===== src/rtl/mfp_eic_sense_pkg.sv =====
// Shared definitions for the EIC input-conditioning stage: sense codes,
// word geometry and an index-width helper.
package mfp_eic_sense_pkg;

  typedef enum logic [1:0] {
    SENSE_OFF   = 2'b00,
    SENSE_RISE  = 2'b01,
    SENSE_FALL  = 2'b10,
    SENSE_LEVEL = 2'b11
  } sense_e;

  localparam int unsigned SENSE_WORD_CH = 16;
  localparam int unsigned CLEAR_WORD_CH = 32;

  // A single word still needs a one-bit index port.
  function automatic int unsigned idx_width(input int unsigned words);
    return (words > 32'd1) ? $clog2(words) : 32'd1;
  endfunction

endpackage


===== src/rtl/mfp_eic_sense_channel.sv =====
// One interrupt line: synchroniser, optional glitch filter, edge detect and
// sticky pending bit governed by the channel's sense code.
module mfp_eic_sense_channel
  import mfp_eic_sense_pkg::*;
#(
  parameter int unsigned SYNC_STAGES   = 2,
  parameter int unsigned FILTER_CYCLES = 0
) (
  input  logic   CLK,
  input  logic   RESET,
  input  logic   signal_i,
  input  sense_e sense_i,
  input  logic   clr_i,
  output logic   pending_o,
  output logic   level_o
);

  logic [SYNC_STAGES-1:0] sync_q;
  logic                   s_s;
  logic                   level_s;
  logic                   prev_q;
  logic                   pending_q;
  logic                   pending_d;
  logic                   rise_s;
  logic                   fall_s;

  // Synchroniser chain, shifts towards the MSB.
  always_ff @(posedge CLK or posedge RESET) begin
    if (RESET) begin
      sync_q <= '0;
    end else begin
      sync_q <= {sync_q[SYNC_STAGES-2:0], signal_i};
    end
  end

  assign s_s = sync_q[SYNC_STAGES-1];

  if (FILTER_CYCLES == 0) begin : g_bypass
    assign level_s = s_s;
  end else begin : g_filter
    localparam int unsigned CW = $clog2(FILTER_CYCLES + 1);
    logic [CW-1:0] cnt_q;
    logic          lvl_q;

    // Level only follows s after N consecutive differing cycles.
    always_ff @(posedge CLK or posedge RESET) begin
      if (RESET) begin
        cnt_q <= '0;
        lvl_q <= 1'b0;
      end else if (s_s == lvl_q) begin
        cnt_q <= '0;
      end else if (cnt_q == CW'(FILTER_CYCLES - 1)) begin
        lvl_q <= s_s;
        cnt_q <= '0;
      end else if (cnt_q != {CW{1'b1}}) begin
        cnt_q <= cnt_q + CW'(1);
      end
    end

    assign level_s = lvl_q;
  end

  // Pending next state; prev is tracked in every mode so enabling edge
  // sense on an already-high line does not fire.
  always_comb begin
    rise_s    = level_s & ~prev_q;
    fall_s    = ~level_s & prev_q;
    pending_d = 1'b0;
    case (sense_i)
      SENSE_OFF:   pending_d = 1'b0;
      SENSE_RISE:  pending_d = (pending_q & ~clr_i) | rise_s;
      SENSE_FALL:  pending_d = (pending_q & ~clr_i) | fall_s;
      SENSE_LEVEL: pending_d = level_s;
      default:     pending_d = 1'b0;
    endcase
  end

  // Previous level and pending state.
  always_ff @(posedge CLK or posedge RESET) begin
    if (RESET) begin
      prev_q    <= 1'b0;
      pending_q <= 1'b0;
    end else begin
      prev_q    <= level_s;
      pending_q <= pending_d;
    end
  end

  assign pending_o = pending_q;
  assign level_o   = level_s;

endmodule


===== src/rtl/mfp_eic_sense.sv =====
// EIC input conditioning: per-channel sense pipeline plus the sense-config
// register file and write-1-to-clear decode shared across channels.
module mfp_eic_sense
  import mfp_eic_sense_pkg::*;
#(
  parameter  int unsigned CHANNELS      = 32,
  parameter  int unsigned SYNC_STAGES   = 2,
  parameter  int unsigned FILTER_CYCLES = 0,
  localparam int unsigned SENSE_WORDS   = CHANNELS / SENSE_WORD_CH,
  localparam int unsigned CLEAR_WORDS   = (CHANNELS + CLEAR_WORD_CH - 1) / CLEAR_WORD_CH,
  localparam int unsigned SIDX_W        = idx_width(SENSE_WORDS),
  localparam int unsigned CIDX_W        = idx_width(CLEAR_WORDS)
) (
  input  logic                CLK,
  input  logic                RESET,
  input  logic [CHANNELS-1:0] signal,
  input  logic                sense_we,
  input  logic [SIDX_W-1:0]   sense_idx,
  input  logic [31:0]         sense_wdata,
  output logic [31:0]         sense_rdata,
  input  logic                clear_we,
  input  logic [CIDX_W-1:0]   clear_idx,
  input  logic [31:0]         clear_data,
  output logic [CHANNELS-1:0] pending,
  output logic [CHANNELS-1:0] level
);

  logic [31:0]         sense_q [SENSE_WORDS];
  logic                sidx_ok_s;
  logic [CHANNELS-1:0] clr_s;

  assign sidx_ok_s = (32'(sense_idx) < SENSE_WORDS);

  // Sense configuration words; out-of-range indices are dropped.
  always_ff @(posedge CLK or posedge RESET) begin
    if (RESET) begin
      for (int w = 0; w < int'(SENSE_WORDS); w++) begin
        sense_q[w] <= 32'h0000_0000;
      end
    end else if (sense_we && sidx_ok_s) begin
      sense_q[sense_idx] <= sense_wdata;
    end
  end

  // Read-back of the addressed sense word.
  always_comb begin
    if (sidx_ok_s) begin
      sense_rdata = sense_q[sense_idx];
    end else begin
      sense_rdata = 32'h0000_0000;
    end
  end

  for (genvar i = 0; i < int'(CHANNELS); i++) begin : g_ch
    assign clr_s[i] = clear_we && (clear_idx == CIDX_W'(i / 32)) && clear_data[i % 32];

    mfp_eic_sense_channel #(
      .SYNC_STAGES  (SYNC_STAGES),
      .FILTER_CYCLES(FILTER_CYCLES)
    ) u_channel (
      .CLK      (CLK),
      .RESET    (RESET),
      .signal_i (signal[i]),
      .sense_i  (sense_e'(sense_q[i / 16][2 * (i % 16) +: 2])),
      .clr_i    (clr_s[i]),
      .pending_o(pending[i]),
      .level_o  (level[i])
    );
  end

endmodule


===== config.mk =====
export PLATFORM = sky130hd
export DESIGN_NAME = mfp_eic_sense
export DESIGN_NICKNAME = d
export VERILOG_FILES = /design/src/rtl/mfp_eic_sense_pkg.sv /design/src/rtl/mfp_eic_sense_channel.sv /design/src/rtl/mfp_eic_sense.sv
export SDC_FILE = /design/constraint.sdc
export NUM_CORES = 1
export LEC_CHECK = 0
export CAP_MARGIN = 30
export CORE_ASPECT_RATIO = 0.75
export CORE_MARGIN = 2
export CORE_UTILIZATION = 52
export CTS_CLUSTER_DIAMETER = 200
export DETAILED_ROUTE_END_ITERATION = 10
export HOLD_SLACK_MARGIN = 0.08
export PLACE_DENSITY = 0.86
export REMOVE_ABC_BUFFERS = 1
export SYNTH_ARGS = -nofsm -noshare
export SYNTH_HDL_FRONTEND = slang
export SYNTH_SLANG_ARGS = --single-unit
export TNS_END_PERCENT = 100

===== constraint.sdc =====
create_clock -name CLK -period 7.6 [get_ports CLK]
set_input_delay 0.76 -clock CLK [delete_from_list [all_inputs] [get_ports CLK]]
set_output_delay 0.76 -clock CLK [all_outputs]
set_load 0.05 [all_outputs]

# ---- Word level (Yosys, flattened, before mapping)
# Cells that the tools add are included.
dict set report totals {
  reg_bits 192
  latch_bits 0
  ramBits 0
  romBits 0
  in_bits 102
  output_inout_bits 96
  wordCells 558
  n_memories 0
}
dict set report classes {
  add_sub_neg 0
  multipliers 0
  n_div 0
  order_cmp 2
  n_eq_ne 96
  n_shift 0
  mux 38
  bitwise_logic 258
  reduce_logical 66
}
# op n
set ops {}
lappend ops {{2-bit == test (second input constant)} 64}
lappend ops {{32-bit 2-to-1 mux} 4}
lappend ops {{1-bit one-hot mux with 4 select lines} 32}
lappend ops {{1-bit NOT} 97}
lappend ops {{1-bit AND} 96}
lappend ops {{64-bit bitwise mux} 1}
lappend ops {{2-bit by 1-bit == test with 1-bit output (second input constant)} 32}
lappend ops {{2-bit logical NOT} 32}
lappend ops {{1-bit bitwise OR} 64}
lappend ops {{1-bit logical AND} 34}
lappend ops {{32-bit demux with 1-bit select} 1}
lappend ops {{2-bit greater-or-equal comparator (second input constant)} 1}
lappend ops {{2-bit by 1-bit < comparator with 1-bit output (second input constant)} 1}
lappend ops {{1-bit NOT with 2-bit output} 1}

# ---- Depth between registers and ports, before layout
dict set report depth {
  ltp_word 7
  mapped_depth 5
  ltp_nobuf 5
}

# ---- By module
# Synthesis repeated with hierarchy kept, for this count alone.
dict set report unflattened {
  cells_unflattened 708
  area_unflattened_um2 9429.0
}
# module instances cells_per_inst area_each_um2 seq_area_each_um2
set modules_own_cells {}
lappend modules_own_cells {{mfp_eic_sense_channel at g_ch[22].u_channel ...} 18 16 197.7 100.1}
lappend modules_own_cells {mfp_eic_sense 1 210 3120.5 1601.5}
lappend modules_own_cells {{mfp_eic_sense_channel at g_ch[0].u_channel ...} 14 15 196.4 100.1}

# ---- Worst setup path before layout
# No wires, ideal clock.
dict set report synth_path {
  kind {input to output}
  startpoint {input port sense_idx}
  endpoint {output port sense_rdata[0]}
  t_arrival_ps 2169
  required_ps 6840
  path_slack_ps 4671
  cell_stages 3
  path_buffers 2
  cell_sequence {buf_2 -> clkbuf_1 -> o21ai_0}
}
dict set report synth_between {
  elab_chain_cells 4
}
# element line
set synth_rtl {}
lappend synth_rtl {{from (decl)} mfp_eic_sense.sv:18} ;# input logic [SIDX_W-1:0] sense_idx,
lappend synth_rtl {{1-bit NOT with 2-bit output (implied by the code)} mfp_eic_sense.sv:48} ;# sense_rdata = sense_q[sense_idx];
lappend synth_rtl {{32-bit 2-to-1 mux (implied by the code) (3 in series)} mfp_eic_sense.sv:48}
lappend synth_rtl {{to (decl)} mfp_eic_sense.sv:20} ;# output logic [31:0] sense_rdata,
# No other way between the ends. The select of a mux whose other input is x is not followed.

# ---- Final worst setup path
dict set report layout_path {
  startpoint {input port sense_idx}
  endpoint {output port sense_rdata[21]}
}
# Same word-level chain as after synthesis.

==> impl_metrics.toml <==
[run_status]
outcome = "finished, final reports clean"

[synthesis]
syn_area_um2 = 9330
synth_edf_count = 0
synth_area_per_cell_um2 = 11.8
synth_top_area_cell = "dfrtp_1"
seq_area_frac_synth = 0.515
synth_cell_type_count = 28
async_reset_ff_frac = 1.00
ys_warn_count = 0
synth_most_common_cell = "dfrtp_1"
yosys-top-cells-area = "dfrtp_1, ha_1, mux2_2"
netlist_instances = 789
synth_top_area_share = 0.515
yosys_most_used_dff = "dfrtp_1"
netlist_top_cells_count = "dfrtp_1, nand2_1, ha_1"
ys_ff_latch = 192

[place]
numPortBuffers = 197
preCtsSetupSlack_ns = 4.29
gp_congestion = 0.816
dp_hpwl_mm = 14.3

[power_and_ir_drop]
clkPwrFrac = 0.303
vdd_ir_drop_max_v = 0.000153
combPwrFrac = 0.296
p_int_uw = 2040
pwr-share-seq = 0.402
power_density_nw_per_um2 = 265
p_leak_uw = 0.00544
swShare = 0.343
p_sw_uw = 1070

[global_route]
antenna_found_initial = 1
grt_usage = 0.221
grt_max_degree = 119
grt_pass1_vias = 6318
grt_pass1_wl_mm = 32.3
overflow = 0

[floorplanning]
rows = 42
die_y_um = 120
ioPinCount = 198
core_area_um2 = 17600
floorplan.initialDensity = 0.530
die_w_um = 159
die_area_um2 = 19000

[worst_setup_path]
crit_type = "input pin to primary output"
cp-end-kind = "primary output"
arrival_ns = 2.59
timing.rr.start = "sense_q[28]"
cp_data_required_time_ns = 6.84
crit_fanout = 34
critPathLaunchType = "input pin"
critical_path.startpoint = "sense_idx"

[sta]
finalCritPeriodShare = 0.441
fmax_ghz = 0.299
tightest_slew_ns = 0.971
setup_ws_ns = 4.25
max_slew_margin = 0.350
setup_viol = 0
skew_ns = 0.00651
hold_viol = 0
period_minus_slack_ns = 3.35
finalMaxSlewViolations = 0
rsz0062_at_grt = "false"
fin_tns_setup_ns = 0

[clock_tree]
ctsLongestPathBuffers = 2
post_cts_resized = 0
root_buffer = "clkbuf_16"
post_cts_buffers = 0
hold_buffers = 0
htree_levels = 4
cts_tree = "done"
clock_sinks = 192
clk_pin_slew_worst_paths_ns = 0.07
worstSkewPairLatency_ns = 0.43
cts_buffers = 17

[finish]
drive_above_1_share = 0.121
area_delta_synth_final_pct = 25.7
nets = 1127
n_antenna_cell = 0

[routing]
dr.pass1.iters = 5
route.detailed.drc = 0
ant_nets = 0
avgViaCountPerCell = 5.20
wl_per_cell_um = 17.2
vias = 6158
wirelength_mm = 20.3
drt-initial-drc-count = 312

[min_path]
hold_path.class = "flop to flop"
worstHoldStart = "g_ch[1].u_channel.sync_q[0]"

[run]
drv_cap = 0
-- state kept, by name, indices dropped and copies added (netlist names) --
| register | count |
|---|---|
| g_ch.u_channel.pending_o | 32 |
| g_ch.u_channel.prev_q | 32 |
| g_ch.u_channel.sync_q | 64 |
| sense_q | 64 |
-- stage by stage --
| stage | instance area [um^2] | hold slack, ns | utilization | cells | total power [uW] |
|---|---|---|---|---|---|
| CTS | 11700 | 0.352 | 0.665 | 1183 | 3130 |
| global route | 11700 | 0.359 | 0.666 | 1184 | 3270 |
| detailed placement | 11100 | 0.335 | 0.629 | 1151 | 2180 |
| finish | 11700 | 0.350 | 0.666 | 1184 | 3110 |
| floorplan | 8720 | 0.331 | - | 708 | 1840 |
| global placement | 11000 | 0.331 | 0.625 | 1148 | 2140 |
-- final timing paths --
check,depth (start not counted),slack [ns],endpoint
hold reg to reg,0,0.35,g_ch[1].u_channel.sync_q[1]
hold / removal,0,0.35,g_ch[1].u_channel.sync_q[1]
max in group asynchronous,4,5.63,g_ch[4].u_channel.sync_q[1]
setup reg to reg,5,6.00,g_ch[30].u_channel.pending_o
setup / recovery,5,4.25,sense_rdata[21]
min in group asynchronous,2,0.89,g_ch[24].u_channel.sync_q[1]
-- power by group through the flow --
| stage | clock network, uW | registers [uW] | logic [uW] |
|---|---|---|---|
| global placement | 0 | 1260 | 884 |
| CTS | 962 | 1250 | 922 |
| detailed placement | 0 | 1270 | 915 |
| floorplan | 0 | 1430 | 410 |
| global route | 1010 | 1270 | 991 |
| finish | 943 | 1250 | 920 |
-- critical path: stages --
cell,delay (ns)
buf_2,0.50
buf_16,0.25
nand2_1,0.07
o21ai_0,0.11
clkdlybuf4s50_1,0.87
-- cell usage in the layout, fill, tap and decap left out, drive strengths merged --
cell type	synthesis	layout
nand4b	25	25
ha	96	96
a31oi	2	2
clkinv	0	3
clkbuf	3	17
nor2b	1	1
inv	70	77
mux2	64	64
o21ba	25	25
nand2b	6	6
a21o	2	2
a21oi	30	30
nand2	112	112
clkinvlp	0	2
o32ai	5	5
clkdlybuf4s50	0	196
nor3b	2	2
bufinv	0	3
o21ai	34	34
o311ai	25	25
buf	78	6
dfrtp	192	192
nor2	5	5
nand3b	5	5
and3b	2	2
a32oi	5	5
-- kinds of logic after synthesis --
family	count (synthesis)	synth area share
simple gates	158	0.0835
fa+ha+maj	96	0.129
mux	64	0.0813
compound gates	128	0.0976
flops	192	0.515
buf+inv	151	0.0939
-- area by class of cell --
cell class              count  area (um^2)
flip-flops and latches    192         4800
inverters                  70          270
fillers                  1259         5870
clock inverters            15          196
clock buffers              17          425
multi-input cells         446         3650
repair buffers            202         2080
well taps                 242          303
-- metal layers --
metal	up-vias	global-route usage	part of all wire
met5	-	0	0
met2	182	0.344	0.46
met4	0	0.0591	0.010
met1	3053	0.293	0.45
li1	2903	-	-
met3	20	0.0816	0.087
(Power assumes the default switching activity.)
